==> config.mk <==
export PLATFORM = sky130hd
export DESIGN_NAME = cmos_i2c_arbiter_flat
export DESIGN_NICKNAME = d
export VERILOG_FILES = /design/src/rtl/cmos_i2c_arbiter_if.sv /design/src/rtl/cmos_i2c_arbiter.sv /design/src/flat_wrapper.sv
export SDC_FILE = /design/constraint.sdc
export NUM_CORES = 1
export LEC_CHECK = 0
export CELL_PAD_IN_SITES_DETAIL_PLACEMENT = 1
export CELL_PAD_IN_SITES_GLOBAL_PLACEMENT = 1
export CORE_MARGIN = 5
export CORE_UTILIZATION = 37
export DETAILED_ROUTE_END_ITERATION = 16
export PLACE_DENSITY_LB_ADDON = 0.3
export RECOVER_POWER = 25
export SETUP_SLACK_MARGIN = 0.2
export SYNTH_ARGS = -nofsm -noshare
export SYNTH_HDL_FRONTEND = slang
export SYNTH_SLANG_ARGS = --single-unit
==> constraint.sdc <==
create_clock -name Clk -period 4.2 [get_ports Clk]
set_clock_uncertainty 0.15 [all_clocks]
set_input_delay 0.63 -clock Clk [delete_from_list [all_inputs] [get_ports Clk]]
set_output_delay 0.63 -clock Clk [all_outputs]
set_load 0.03 [all_outputs]
==> src/rtl/cmos_i2c_arbiter_if.sv <==
// Signal bundle between cmos_i2c_arbiter, its two requester ports and i2c_control.
// The slave modport is the arbiter's view; master is the surrounding logic's view.
interface cmos_i2c_arbiter_if;
  logic        m0_wr_req;
  logic        m0_rd_req;
  logic [15:0] m0_addr;
  logic [7:0]  m0_wrdata;
  logic [7:0]  m0_rddata;
  logic        m0_done;
  logic        m0_err;

  logic        m1_wr_req;
  logic        m1_rd_req;
  logic [15:0] m1_addr;
  logic [7:0]  m1_wrdata;
  logic [7:0]  m1_rddata;
  logic        m1_done;
  logic        m1_err;

  logic        wrreg_req;
  logic        rdreg_req;
  logic [15:0] addr;
  logic [7:0]  wrdata;
  logic [7:0]  rddata;
  logic        RW_Done;
  logic        ack;
  logic        busy;
  logic        owner;

  modport slave (
    input  m0_wr_req, m0_rd_req, m0_addr, m0_wrdata,
    output m0_rddata, m0_done, m0_err,
    input  m1_wr_req, m1_rd_req, m1_addr, m1_wrdata,
    output m1_rddata, m1_done, m1_err,
    output wrreg_req, rdreg_req, addr, wrdata,
    input  rddata, RW_Done, ack,
    output busy, owner
  );

  modport master (
    output m0_wr_req, m0_rd_req, m0_addr, m0_wrdata,
    input  m0_rddata, m0_done, m0_err,
    output m1_wr_req, m1_rd_req, m1_addr, m1_wrdata,
    input  m1_rddata, m1_done, m1_err,
    input  wrreg_req, rdreg_req, addr, wrdata,
    output rddata, RW_Done, ack,
    input  busy, owner
  );
endinterface

==> src/rtl/cmos_i2c_arbiter.sv <==
// Round-robin sharing of one i2c_control engine between the init sequencer (port 0)
// and the runtime register port (port 1), with NACK retry and hung-transfer timeout.
module cmos_i2c_arbiter #(
  parameter int MAX_RETRY   = 3,
  parameter int TIMEOUT_CYC = 100000
) (
  input logic               Clk,
  input logic               Rst_n,
  cmos_i2c_arbiter_if.slave bus
);
  localparam int TW = $clog2(TIMEOUT_CYC + 1);
  localparam int RW = (MAX_RETRY > 0) ? $clog2(MAX_RETRY + 1) : 1;

  typedef enum logic [2:0] {IDLE, ISSUE, WAIT, DONE, GAP} state_t;

  state_t        state_q, state_d;
  logic          owner_q, owner_d;
  logic          op_wr_q, op_wr_d;
  logic [15:0]   addr_q, addr_d;
  logic [7:0]    wrdata_q, wrdata_d;
  logic [7:0]    rd0_q, rd0_d;
  logic [7:0]    rd1_q, rd1_d;
  logic          err_q, err_d;
  logic [RW-1:0] retry_q, retry_d;
  logic [TW-1:0] tmo_q, tmo_d;
  logic          req0, req1, grant;

  assign req0 = bus.m0_wr_req | bus.m0_rd_req;
  assign req1 = bus.m1_wr_req | bus.m1_rd_req;

  always_ff @(posedge Clk or negedge Rst_n) begin
    if (!Rst_n) begin
      state_q  <= IDLE;
      owner_q  <= 1'b1;
      op_wr_q  <= 1'b0;
      addr_q   <= '0;
      wrdata_q <= '0;
      rd0_q    <= '0;
      rd1_q    <= '0;
      err_q    <= 1'b0;
      retry_q  <= '0;
      tmo_q    <= '0;
    end else begin
      state_q  <= state_d;
      owner_q  <= owner_d;
      op_wr_q  <= op_wr_d;
      addr_q   <= addr_d;
      wrdata_q <= wrdata_d;
      rd0_q    <= rd0_d;
      rd1_q    <= rd1_d;
      err_q    <= err_d;
      retry_q  <= retry_d;
      tmo_q    <= tmo_d;
    end
  end

  always_comb begin
    state_d  = state_q;
    owner_d  = owner_q;
    op_wr_d  = op_wr_q;
    addr_d   = addr_q;
    wrdata_d = wrdata_q;
    rd0_d    = rd0_q;
    rd1_d    = rd1_q;
    err_d    = err_q;
    retry_d  = retry_q;
    tmo_d    = tmo_q;
    grant    = req1;
    unique case (state_q)
      IDLE: begin
        if (req0 || req1) begin
          // On a tie the port that did not go last wins
          grant    = (req0 && req1) ? ~owner_q : req1;
          owner_d  = grant;
          addr_d   = grant ? bus.m1_addr   : bus.m0_addr;
          wrdata_d = grant ? bus.m1_wrdata : bus.m0_wrdata;
          op_wr_d  = grant ? bus.m1_wr_req : bus.m0_wr_req;
          err_d    = 1'b0;
          retry_d  = '0;
          tmo_d    = '0;
          state_d  = ISSUE;
        end
      end
      ISSUE: state_d = WAIT;
      WAIT: begin
        if (bus.RW_Done) begin
          if (!bus.ack) begin
            err_d   = 1'b0;
            state_d = DONE;
            if (!op_wr_q) begin
              if (owner_q) rd1_d = bus.rddata;
              else         rd0_d = bus.rddata;
            end
          end else if (retry_q < RW'(MAX_RETRY)) begin
            retry_d = retry_q + RW'(1);
            tmo_d   = '0;
            state_d = ISSUE;
          end else begin
            err_d   = 1'b1;
            state_d = DONE;
          end
        end else if (tmo_q == TW'(TIMEOUT_CYC)) begin
          err_d   = 1'b1;
          state_d = DONE;
        end else begin
          tmo_d = tmo_q + TW'(1);
        end
      end
      DONE:    state_d = GAP;
      GAP:     state_d = IDLE;
      default: state_d = IDLE;
    endcase
  end

  assign bus.wrreg_req = (state_q == ISSUE) &  op_wr_q;
  assign bus.rdreg_req = (state_q == ISSUE) & ~op_wr_q;
  assign bus.addr      = addr_q;
  assign bus.wrdata    = wrdata_q;
  assign bus.busy      = (state_q != IDLE);
  assign bus.owner     = owner_q;
  assign bus.m0_done   = (state_q == DONE) & ~owner_q;
  assign bus.m1_done   = (state_q == DONE) &  owner_q;
  assign bus.m0_err    = bus.m0_done & err_q;
  assign bus.m1_err    = bus.m1_done & err_q;
  assign bus.m0_rddata = rd0_q;
  assign bus.m1_rddata = rd1_q;
endmodule

==> src/flat_wrapper.sv <==
// flat-port wrapper written by rule: the top's interface ports become plain ports
module cmos_i2c_arbiter_flat 
#(
  parameter int MAX_RETRY   = 3,
  parameter int TIMEOUT_CYC = 100000
)
  (Clk, Rst_n, bus_m0_wr_req, bus_m0_rd_req, bus_m0_addr, bus_m0_wrdata, bus_m0_rddata, bus_m0_done, bus_m0_err, bus_m1_wr_req, bus_m1_rd_req, bus_m1_addr, bus_m1_wrdata, bus_m1_rddata, bus_m1_done, bus_m1_err, bus_wrreg_req, bus_rdreg_req, bus_addr, bus_wrdata, bus_rddata, bus_RW_Done, bus_ack, bus_busy, bus_owner);
  cmos_i2c_arbiter_if bus_i ();
  input logic Clk;
  input logic Rst_n;
  input wire logic [$bits(bus_i.m0_wr_req)-1:0] bus_m0_wr_req;
  input wire logic [$bits(bus_i.m0_rd_req)-1:0] bus_m0_rd_req;
  input wire logic [$bits(bus_i.m0_addr)-1:0] bus_m0_addr;
  input wire logic [$bits(bus_i.m0_wrdata)-1:0] bus_m0_wrdata;
  output wire logic [$bits(bus_i.m0_rddata)-1:0] bus_m0_rddata;
  output wire logic [$bits(bus_i.m0_done)-1:0] bus_m0_done;
  output wire logic [$bits(bus_i.m0_err)-1:0] bus_m0_err;
  input wire logic [$bits(bus_i.m1_wr_req)-1:0] bus_m1_wr_req;
  input wire logic [$bits(bus_i.m1_rd_req)-1:0] bus_m1_rd_req;
  input wire logic [$bits(bus_i.m1_addr)-1:0] bus_m1_addr;
  input wire logic [$bits(bus_i.m1_wrdata)-1:0] bus_m1_wrdata;
  output wire logic [$bits(bus_i.m1_rddata)-1:0] bus_m1_rddata;
  output wire logic [$bits(bus_i.m1_done)-1:0] bus_m1_done;
  output wire logic [$bits(bus_i.m1_err)-1:0] bus_m1_err;
  output wire logic [$bits(bus_i.wrreg_req)-1:0] bus_wrreg_req;
  output wire logic [$bits(bus_i.rdreg_req)-1:0] bus_rdreg_req;
  output wire logic [$bits(bus_i.addr)-1:0] bus_addr;
  output wire logic [$bits(bus_i.wrdata)-1:0] bus_wrdata;
  input wire logic [$bits(bus_i.rddata)-1:0] bus_rddata;
  input wire logic [$bits(bus_i.RW_Done)-1:0] bus_RW_Done;
  input wire logic [$bits(bus_i.ack)-1:0] bus_ack;
  output wire logic [$bits(bus_i.busy)-1:0] bus_busy;
  output wire logic [$bits(bus_i.owner)-1:0] bus_owner;
  assign bus_i.m0_wr_req = bus_m0_wr_req;
  assign bus_i.m0_rd_req = bus_m0_rd_req;
  assign bus_i.m0_addr = bus_m0_addr;
  assign bus_i.m0_wrdata = bus_m0_wrdata;
  assign bus_m0_rddata = bus_i.m0_rddata;
  assign bus_m0_done = bus_i.m0_done;
  assign bus_m0_err = bus_i.m0_err;
  assign bus_i.m1_wr_req = bus_m1_wr_req;
  assign bus_i.m1_rd_req = bus_m1_rd_req;
  assign bus_i.m1_addr = bus_m1_addr;
  assign bus_i.m1_wrdata = bus_m1_wrdata;
  assign bus_m1_rddata = bus_i.m1_rddata;
  assign bus_m1_done = bus_i.m1_done;
  assign bus_m1_err = bus_i.m1_err;
  assign bus_wrreg_req = bus_i.wrreg_req;
  assign bus_rdreg_req = bus_i.rdreg_req;
  assign bus_addr = bus_i.addr;
  assign bus_wrdata = bus_i.wrdata;
  assign bus_i.rddata = bus_rddata;
  assign bus_i.RW_Done = bus_RW_Done;
  assign bus_i.ack = bus_ack;
  assign bus_busy = bus_i.busy;
  assign bus_owner = bus_i.owner;
  cmos_i2c_arbiter #(.MAX_RETRY(MAX_RETRY), .TIMEOUT_CYC(TIMEOUT_CYC)) u_core (.Clk(Clk), .Rst_n(Rst_n), .bus(bus_i));
endmodule
==> metrics.txt, run 1 <==
status=finished, violations left; violated checks=capacitance limit, slew limit; share of the synthesized area in the top cell type=50.1%; startpoint types=register; drt drc=0; Post-synth top flop=dfrtp_1; Yosys Warn Count=0; Post-synth EDFFs=0; cts repair resizes=0; worst-case headroom to the max-slew limit=-30.3%; largest net degree at the start of global routing=51; Fmax=316 MHz; gr usage total=19.1%; cell with the most instances after synthesis=dfrtp_1; Crit path max-delay family=buffers and inverters; Post-synth ARST share=100%; Buffers on Ports=111; chip width=103 um; Power Dens Cells=674 nW/um2; final global-route overflow total=0; DRT iter0 DRCs=99; Final setup viols=0; ANT cells=0; fin util=53.9%; library cells used by synthesis=50; Hold Buf Count CTS=0; Sink Count=65; P_sw=1.32 mW; clock share of power=19.6%; area of the mapped netlist=3200 um2; Worst EP arrival=2.38 ns; row cnt=34; Worst EP required=3.42 ns; Initial DRT Pass Iterations=4; sequential cell area=1630 um2; # H-tree levels=3; crit path time final=3.16 ns; largest area contributor in the synthesized netlist=dfrtp_1; slowest cell delay on critical path=0.68 ns; number of vias per cell=5.27; area grow syn2layout=44.3%; Synth top cells by count=dfrtp_1 (64), nor2_1 (45), a21oi_1 (31); CTS tree=yes; crit path max-delay cell type=clkdlybuf4s50_1; global placement routability congestion=0.777; Fillers=941; total routed wirelength=9520 um; first-pass GRT wire length=15500 um; VDD IR max=423 uV; fin crit share=75.3%; sw frac=42.5%; Mapped Cells=311; max-slew violation count=37; crit path cell chain=inv_1 -> nor3b_1 -> nand2_1 -> nor2_1 -> clkdlybuf4s50_1; final layout net count=488; register area share after synthesis=50.9%; syn nets=378; #FFs+latches synth=65; core area=8550 um2; TNS Setup=0 ns; Worst-path clk slew=0.07 ns; Die ar.=10600 um2; wire length per cell=17.8 um; CTS buffer count=9; layout cells sized above 1=10.6%; Longest Clk Path Bufs=2; Reg power frac=31.5%; initial core utilization=37.4%; Area contributors post-synth=dfrtp_1 (50%), mux2i_1 (7.8%), mux2_2 (6.0%), nor2_1 (5.3%), a21oi_1 (4.9%); Worst Path Max Fanout=8; Int Pwr=1.79 mW; clk_lat worst skew=0.34 ns; Max Cap Viol=1; Worst-Margin Slew=1.95 ns; Lkg Pwr=1.93 nW; critical path endpoint category=output pin; RSZ-0062 raised after global routing=false; min-delay worst type=reg2reg; chip height=103 um; post-DP HPWL=7130 um; Post-CTS Setup Inserts=0; Combinational Power Share=48.9%; ANT nets after route=0; Ports=112; vias in the first global route=3100; syn_area_per_cell=10.3 um2; initial antenna violation count=0; area of the multi-input gates=1470 um2; buffer and inverter count on the worst path=2; critical path class=reg2out; clk root buf=clkbuf_8; vias after detailed routing=2816; Final Hold Fails=0
## stage by stage
stage / power, mW / std cells / area (um2) / setup WS [ns] / hold WS [ns]
6_report: 3.11 / 534 / 4610 / 1.04 / 0.356
4_1_cts: 3.16 / 534 / 4610 / 1.07 / 0.246
2_1_floorplan: 1.90 / 311 / 3200 / 1.83 / 0.184
3_3_place_gp: 2.47 / 518 / 4390 / 1.27 / 0.338
3_5_place_dp: 2.53 / 518 / 4390 / 1.18 / 0.346
5_1_grt: 3.31 / 534 / 4610 / 0.860 / 0.383
## cell families (layout without fill, tap and decap cells)
logic type / count (synthesis) / count (layout) / synth area share (%)
and+or+nand+nor: 105 / 105 / 17.5
xor gates and xnor gates: 3 / 3 / 0.822
buffers and inverters: 22 / 137 / 3.13
AOI/OAI and AO/OA: 70 / 70 / 12.3
adders and majority gates: 3 / 3 / 1.17
DFF: 65 / 65 / 50.9
muxes: 43 / 43 / 14.2
## worst reg2reg max path, cell delays in order, from the launching register on
cell,delay (ns)
dfrtp_1,0.47
or3_1,0.48
nor2_4,0.81
mux2_2,0.43
## sequential cells by signal, indices dropped and copies added (netlist names)
name,cells
u_core.bus.owner,1
u_core.state_q,3
u_core.err_q,1
u_core.tmo_q,17
u_core.op_wr_q,1
u_core.bus.m1_rddata,8
u_core.retry_q,2
u_core.bus.addr,16
u_core.bus.wrdata,8
u_core.bus.m0_rddata,8
## final timing paths
kind                                    from                to  slack [ns]  cells after the start
min in group asynchronous              Rst_n   u_core.tmo_q[6]        0.67                      1
setup reg to reg           u_core.state_q[0]    u_core.op_wr_q        1.75                      3
hold reg to reg             u_core.tmo_q[16]  u_core.tmo_q[16]        0.36                      1
hold / removal              u_core.tmo_q[16]  u_core.tmo_q[16]        0.36                      1
setup / recovery           u_core.state_q[1]        bus_m0_err        1.04                      5
max in group asynchronous              Rst_n  u_core.bus.owner        1.90                      2
## routing by layer
metal | GRT usage, % | up-vias | share of wire (%) | routed length [um]
met5 | 0 | - | 0 | 0
met1 | 22.2 | 1401 | 39 | 3740
met3 | 7.65 | 11 | 7.1 | 680
li1 | - | 1336 | - | -
met4 | 6.67 | 0 | 1.5 | 145
met2 | 32.0 | 68 | 52 | 4950
## cell usage in the layout (no fill, tap or decap), drive strengths merged, types with 7 or more instances in the layout
| master | count |
|---|---|
| o21ai | 22 |
| nor2 | 47 |
| mux2 | 18 |
| a21oi | 32 |
| nand3 | 9 |
| mux2i | 25 |
| dfrtp | 64 |
| clkbuf | 10 |
| clkdlybuf4s50 | 110 |
| nand4 | 7 |
| nand2 | 15 |
| inv | 11 |
## final cells by class
class / count / area share (%)
inverter: 8 / 0.651
timing repair buffer: 113 / 24.3
clock inverter: 7 / 2.20
tap: 108 / 2.93
multi-input combinational: 224 / 31.9
clock buffer: 9 / 2.69
sequential: 65 / 35.3
## power groups by stage
| stage | Sequential [mW] | Combinational, mW | Clock [mW] |
|---|---|---|---|
| 2_1_floorplan | 1.29 | 0.617 | 0 |
| 3_3_place_gp | 0.975 | 1.49 | 0 |
| 3_5_place_dp | 0.993 | 1.53 | 0 |
| 4_1_cts | 0.984 | 1.55 | 0.626 |
| 5_1_grt | 1.01 | 1.64 | 0.660 |
| 6_report | 0.980 | 1.52 | 0.608 |
No activity file was read; power rests on OpenSTA's default activity.
==> run 2: changes to the inputs <==
--- a/config.mk
+++ b/config.mk
@@ -8,7 +8,7 @@
 export CELL_PAD_IN_SITES_DETAIL_PLACEMENT = 1
 export CELL_PAD_IN_SITES_GLOBAL_PLACEMENT = 1
 export CORE_MARGIN = 5
-export CORE_UTILIZATION = 37
+export CORE_UTILIZATION = 31
 export DETAILED_ROUTE_END_ITERATION = 16
 export PLACE_DENSITY_LB_ADDON = 0.3
 export RECOVER_POWER = 25
==> constraint.sdc (replaced) <==
create_clock -name Clk -period 2.9 [get_ports Clk]
set_clock_uncertainty 0.15 [all_clocks]
set_input_delay 0.435 -clock Clk [delete_from_list [all_inputs] [get_ports Clk]]
set_output_delay 0.435 -clock Clk [all_outputs]
set_load 0.03 [all_outputs]
==> metrics.txt, run 2 (synthesis results as in run 1) <==
first-pass GRT wire length=15500 um (unchanged); Worst EP required=2.32 ns (was 3.42 ns); wire length per cell=16.7 um (was 17.8 um); ANT nets after route=0 (unchanged); DRT iter0 DRCs=61 (was 99); vias in the first global route=3066 (was 3100); vias after detailed routing=2761 (was 2816); # H-tree levels=3 (unchanged); critical path endpoint category=output pin (unchanged); Longest Clk Path Bufs=2 (unchanged); worst-case headroom to the max-slew limit=5.14% (was -30.3%); most frequent cells in the layout=clkdlybuf4s50_1 (107), dfrtp_1 (64), nor2_1 (45), a21oi_1 (31), mux2i_1 (25) (was clkdlybuf4s50_1 (110), dfrtp_1 (64), nor2_1 (45), a21oi_1 (31), mux2i_1 (25)); clk_lat worst skew=0.34 ns (about the same); global placement routability congestion=0.845 (was 0.777); fin crit share=90.6%; final worst slack=0.274 ns (was 1.04 ns); R2R Setup Slk=0.45 ns (was 1.75 ns); reg-to-reg endpoint=u_core.op_wr_q (unchanged); row cnt=37 (was 34); initial antenna violation count=0 (unchanged); crit path time final=2.63 ns; most common cell after layout, fill and taps aside=clkdlybuf4s50_1 (unchanged); core area=10200 um2 (was 8550 um2); drt drc=0 (unchanged); VDD IR max=436 uV (was 423 uV); chip width=112 um (was 103 um); Worst Path Max Fanout=8 (unchanged); final layout net count=490 (was 488); Power Dens Cells=947 nW/um2 (was 674 nW/um2); CTS buffer count=9 (unchanged); Buffers on Ports=111 (unchanged); clk root buf=clkbuf_8 (unchanged); Worst EP arrival=2.04 ns (was 2.38 ns); final global-route overflow total=0 (unchanged); ANT cells=0 (unchanged); Initial DRT Pass Iterations=4 (unchanged); largest net degree at the start of global routing=51 (unchanged); Worst-Margin Slew=1.42 ns (was 1.95 ns); initial core utilization=31.4% (was 37.4%); area grow syn2layout=45.5% (was 44.3%); Worst-path clk slew=0.08 ns (was 0.07 ns); Sink Count=65 (unchanged); gr usage total=15.4% (was 19.1%); startpoint types=register (unchanged); Post-CTS Setup Inserts=0 (unchanged); Ports=112 (unchanged); TNS Setup=0 ns (unchanged); Final Non-Filler Cells=564 (was 534); dpl ws=0.101 ns (was 1.18 ns); placed insts=547 (was 518); status=completed (was finished, violations left); Lkg Pwr=1.96 nW (was 1.93 nW); RR Startpoint=u_core.state_q[0] (unchanged); Die ar.=12400 um2 (was 10600 um2); Max Cap Viol=0 (was 1); RSZ-0062 raised after global routing=false (unchanged); chip height=112 um (was 103 um); layout cells sized above 1=11.2% (was 10.6%); critical path class=reg2out (unchanged); total routed wirelength=9420 um (was 9520 um); max-slew violation count=0 (was 37); Final setup viols=0 (unchanged); post-DP HPWL=7260 um (was 7130 um); number of vias per cell=4.90 (was 5.27); Final Hold Fails=0 (unchanged); Fmax=381 MHz; Worst Hold End=u_core.tmo_q[16] (unchanged); critical hold path startpoint=u_core.tmo_q[16] (unchanged); largest register by flop count=u_core.tmo_q (unchanged); worst-case reg-to-reg path depth=3 (unchanged); CTS tree=yes (unchanged); min-delay worst type=reg2reg (unchanged); Cells on Worst Hold Path=1 (unchanged); max reg flops=17 (unchanged)
run 2: worst max-delay path by stage:
stage,start,end,slack (ns),cells after the start
after floorplan,u_core.state_q[0],bus_rdreg_req,0.73,2
after global placement,bus_m1_rd_req,u_core.tmo_q[6],0.17,6
after detailed placement,bus_m1_rd_req,u_core.tmo_q[16],0.10,6
after CTS,u_core.state_q[1],bus_m0_done,0.24,4
after global routing,u_core.state_q[1],bus_m1_done,0.16,4
final,u_core.state_q[1],bus_m1_done,0.27,4
run 2: power breakdown:
| part | leakage, nW | switching (mW) | internal (mW) | total (mW) |
|---|---|---|---|---|
| clock network | 0.0966 | 0.388 | 0.404 | 0.792 |
| logic | 1.05 | 1.29 | 0.894 | 2.19 |
| registers | 0.813 | 0.213 | 1.21 | 1.42 |
| total | 1.96 | 1.90 | 2.50 | 4.40 |
run 2: critical path, cell delays in order (launching register included):
cell and delay, ns:
dfrtp_1 0.50, inv_2 0.10, nor3b_2 0.25, and2_1 0.17, clkdlybuf4s50_1 0.67
run 2: per-layer routing:
layer	vias up	share of wire, %	track usage [%]
li1	1341	-	-
met1	1351	39	16.9
met2	59	55	28.7
met3	10	4.1	4.35
met4	0	1.4	4.38
met5	-	0	0
run 2: what timing repair did:
item | CTS | global route
resized for setup | 3 | 2
endpoints found under the hold margin | 22 | 0
hold buffers | 1 | 0
setup endpoints to repair | 4 | 2
run 2: area by class of cell:
class / instances / area [um2]
clock buffer: 9 / 124
clock inverter: 7 / 76.3
fill: 1179 / 5540
inverter: 8 / 30.0
multi-input combinational: 224 / 1490
sequential: 65 / 1630
tap: 136 / 170
timing repair buffer: 115 / 1130
run 2: metrics by stage:
| stage | hold WS (ns) | total power [mW] | cell area (um2) | utilization, % |
|---|---|---|---|---|
| 2_1_floorplan | -0.0106 | 2.75 | 3200 | - |
| 3_3_place_gp | 0.332 | 3.59 | 4440 | 43.6 |
| 3_5_place_dp | 0.342 | 3.66 | 4440 | 43.6 |
| 4_1_cts | 0.354 | 4.48 | 4650 | 45.7 |
| 5_1_grt | 0.366 | 4.69 | 4650 | 45.6 |
| 6_report | 0.345 | 4.40 | 4650 | 45.6 |
==> run 3: changes to the inputs <==
--- a/config.mk
+++ b/config.mk
@@ -5,6 +5,7 @@
 export SDC_FILE = /design/constraint.sdc
 export NUM_CORES = 1
 export LEC_CHECK = 0
+export CAP_MARGIN = 40
 export CELL_PAD_IN_SITES_DETAIL_PLACEMENT = 1
 export CELL_PAD_IN_SITES_GLOBAL_PLACEMENT = 1
 export CORE_MARGIN = 5
==> metrics.txt, run 3 (synthesis results as in run 1) <==
max-slew violation count=0 (unchanged); layout cells sized above 1=11.6% (was 11.2%); row cnt=37 (unchanged); area grow syn2layout=47.8% (was 45.5%); ANT nets after route=0 (unchanged); crit path max-delay cell type=clkdlybuf4s50_1 (unchanged); first-pass GRT wire length=15300 um (was 15500 um); total routed wirelength=9350 um (was 9420 um); TNS Setup=0 ns (unchanged); CTS buffer count=9 (unchanged); RSZ-0062 raised after global routing=false (unchanged); initial antenna violation count=0 (unchanged); Worst EP arrival=1.96 ns (was 2.04 ns); crit path cell chain=or3_1 -> clkdlybuf4s50_1 (was inv_2 -> nor3b_2 -> and2_1 -> clkdlybuf4s50_1); Fillers=1156 (was 1179); final worst slack=0.356 ns (was 0.274 ns); Worst EP required=2.32 ns (about the same); gr usage total=15.3% (was 15.4%); post-DP HPWL=7330 um (was 7260 um); crit path time final=2.54 ns (was 2.63 ns); core area=10200 um2 (unchanged); cell area after layout=4720 um2 (was 4650 um2); final global-route overflow total=0 (unchanged); max reg flops=17 (unchanged); number of vias per cell=4.89 (was 4.90); Power Dens Cells=962 nW/um2 (was 947 nW/um2); critical path class=reg2out (unchanged); Die ar.=12400 um2 (unchanged); global placement routability congestion=0.845 (unchanged); Fmax=393 MHz (was 381 MHz); dpl ws=0.0889 ns (was 0.101 ns); CTS tree=yes (unchanged); slowest cell delay on critical path=0.66 ns (was 0.67 ns); Worst Path Max Fanout=9 (was 8); min-delay worst type=reg2reg (unchanged); chip width=112 um (unchanged); largest register by flop count=u_core.tmo_q (unchanged); Buffers on Ports=111 (unchanged); worst-case headroom to the max-slew limit=1.33% (was 5.14%); Final setup viols=0 (unchanged); Sink Count=65 (unchanged); critical path endpoint category=output pin (unchanged); Worst-Margin Slew=1.48 ns (was 1.42 ns); Worst-path clk slew=0.08 ns (about the same); drt drc=0 (unchanged); fin crit share=87.7% (was 90.6%); most frequent cells in the layout=clkdlybuf4s50_1 (106), dfrtp_1 (64), nor2_1 (45), a21oi_1 (31), mux2i_1 (25) (was clkdlybuf4s50_1 (107), dfrtp_1 (64), nor2_1 (45), a21oi_1 (31), mux2i_1 (25)); vias in the first global route=3045 (was 3066); Hold WS=0.357 ns (was 0.345 ns); most common cell after layout, fill and taps aside=clkdlybuf4s50_1 (unchanged); status=completed (unchanged); DRT iter0 DRCs=44 (was 61); VDD IR max=485 uV (was 436 uV); chip height=112 um (unchanged); Ports=112 (unchanged); vias after detailed routing=2768 (was 2761); largest net degree at the start of global routing=41 (was 51); final layout net count=492 (was 490); # H-tree levels=3 (unchanged); Initial DRT Pass Iterations=4 (unchanged); Lkg Pwr=2.01 nW (was 1.96 nW); ANT cells=0 (unchanged); clk root buf=clkbuf_8 (unchanged); Longest Clk Path Bufs=2 (unchanged); wire length per cell=16.5 um (was 16.7 um); Max Cap Viol=0 (unchanged); Final Hold Fails=0 (unchanged); clk_lat worst skew=0.35 ns (was 0.34 ns); placed inst area=4480 um2 (was 4440 um2); startpoint types=register (unchanged); initial core utilization=31.4% (unchanged)
## run 3: changes by cell type in the layout (fill, tap and decap cells not counted), sizes merged
cell           before  now
clkdlybuf4s50     107  106
buf                 2    4
bufinv              1    2
dlymetal6s2s        1    2
clkinv              1    2
clkinvlp            2    0
## run 3: what timing repair did
action	CTS	global route
hold buffers	1	0
buffers inserted	0	0
endpoints found under the setup margin	4	2
endpoints found under the hold margin	22	0
resized for setup	3	2
pin swaps	0	0
## run 3: report_power, final
group          internal, mW  switching [mW]
clock network         0.493           0.382
registers              1.21           0.212
logic                 0.943            1.31
total                  2.64            1.90
## run 3: area by class of cell
type	count	area [um2]	share of cell area [%]
inverter	8	30.0	0.636
timing repair buffer	117	1180	25.1
sequential	65	1630	34.5
tap	136	170	3.60
multi-input combinational	224	1490	31.5
clock inverter	7	100	2.12
clock buffer	9	124	2.62
## run 3: worst paths after layout
| check | depth (start not counted) | to | slack (ns) | from |
|---|---|---|---|---|
| max in group asynchronous | 3 | u_core.bus.m0_rddata[5] | 0.63 | Rst_n |
| min in group asynchronous | 2 | u_core.tmo_q[15] | 0.82 | Rst_n |
| hold reg to reg | 1 | u_core.tmo_q[16] | 0.36 | u_core.tmo_q[16] |
| setup / recovery | 2 | bus_busy | 0.36 | u_core.state_q[0] |
| hold / removal | 1 | u_core.tmo_q[16] | 0.36 | u_core.tmo_q[16] |
| setup reg to reg | 7 | u_core.tmo_q[9] | 0.62 | u_core.tmo_q[0] |
## run 3: per-stage QoR
stage | power, mW | instances | utilization (%)
2_1_floorplan | 2.75 | 311 | -
3_3_place_gp | 3.59 | 547 | 43.6
3_5_place_dp | 3.72 | 549 | 44.0
4_1_cts | 4.63 | 566 | 46.4
5_1_grt | 4.82 | 566 | 46.4
6_report | 4.54 | 566 | 46.4
## run 3: critical path: cells and delay by family (launching register included)
family / cells / cell delay, ns
flip-flops: 1 / 0.47
AND/OR/NAND/NOR: 1 / 0.48
buffers and inverters: 1 / 0.66
## run 3: per-layer routing
| metal | track usage (%) | up-vias | share of wire, % |
|---|---|---|---|
| met5 | 0 | - | 0 |
| met4 | 4.62 | 0 | 1.3 |
| met3 | 4.29 | 11 | 4.0 |
| met2 | 28.7 | 52 | 56 |
| met1 | 16.5 | 1366 | 39 |
| li1 | - | 1339 | - |
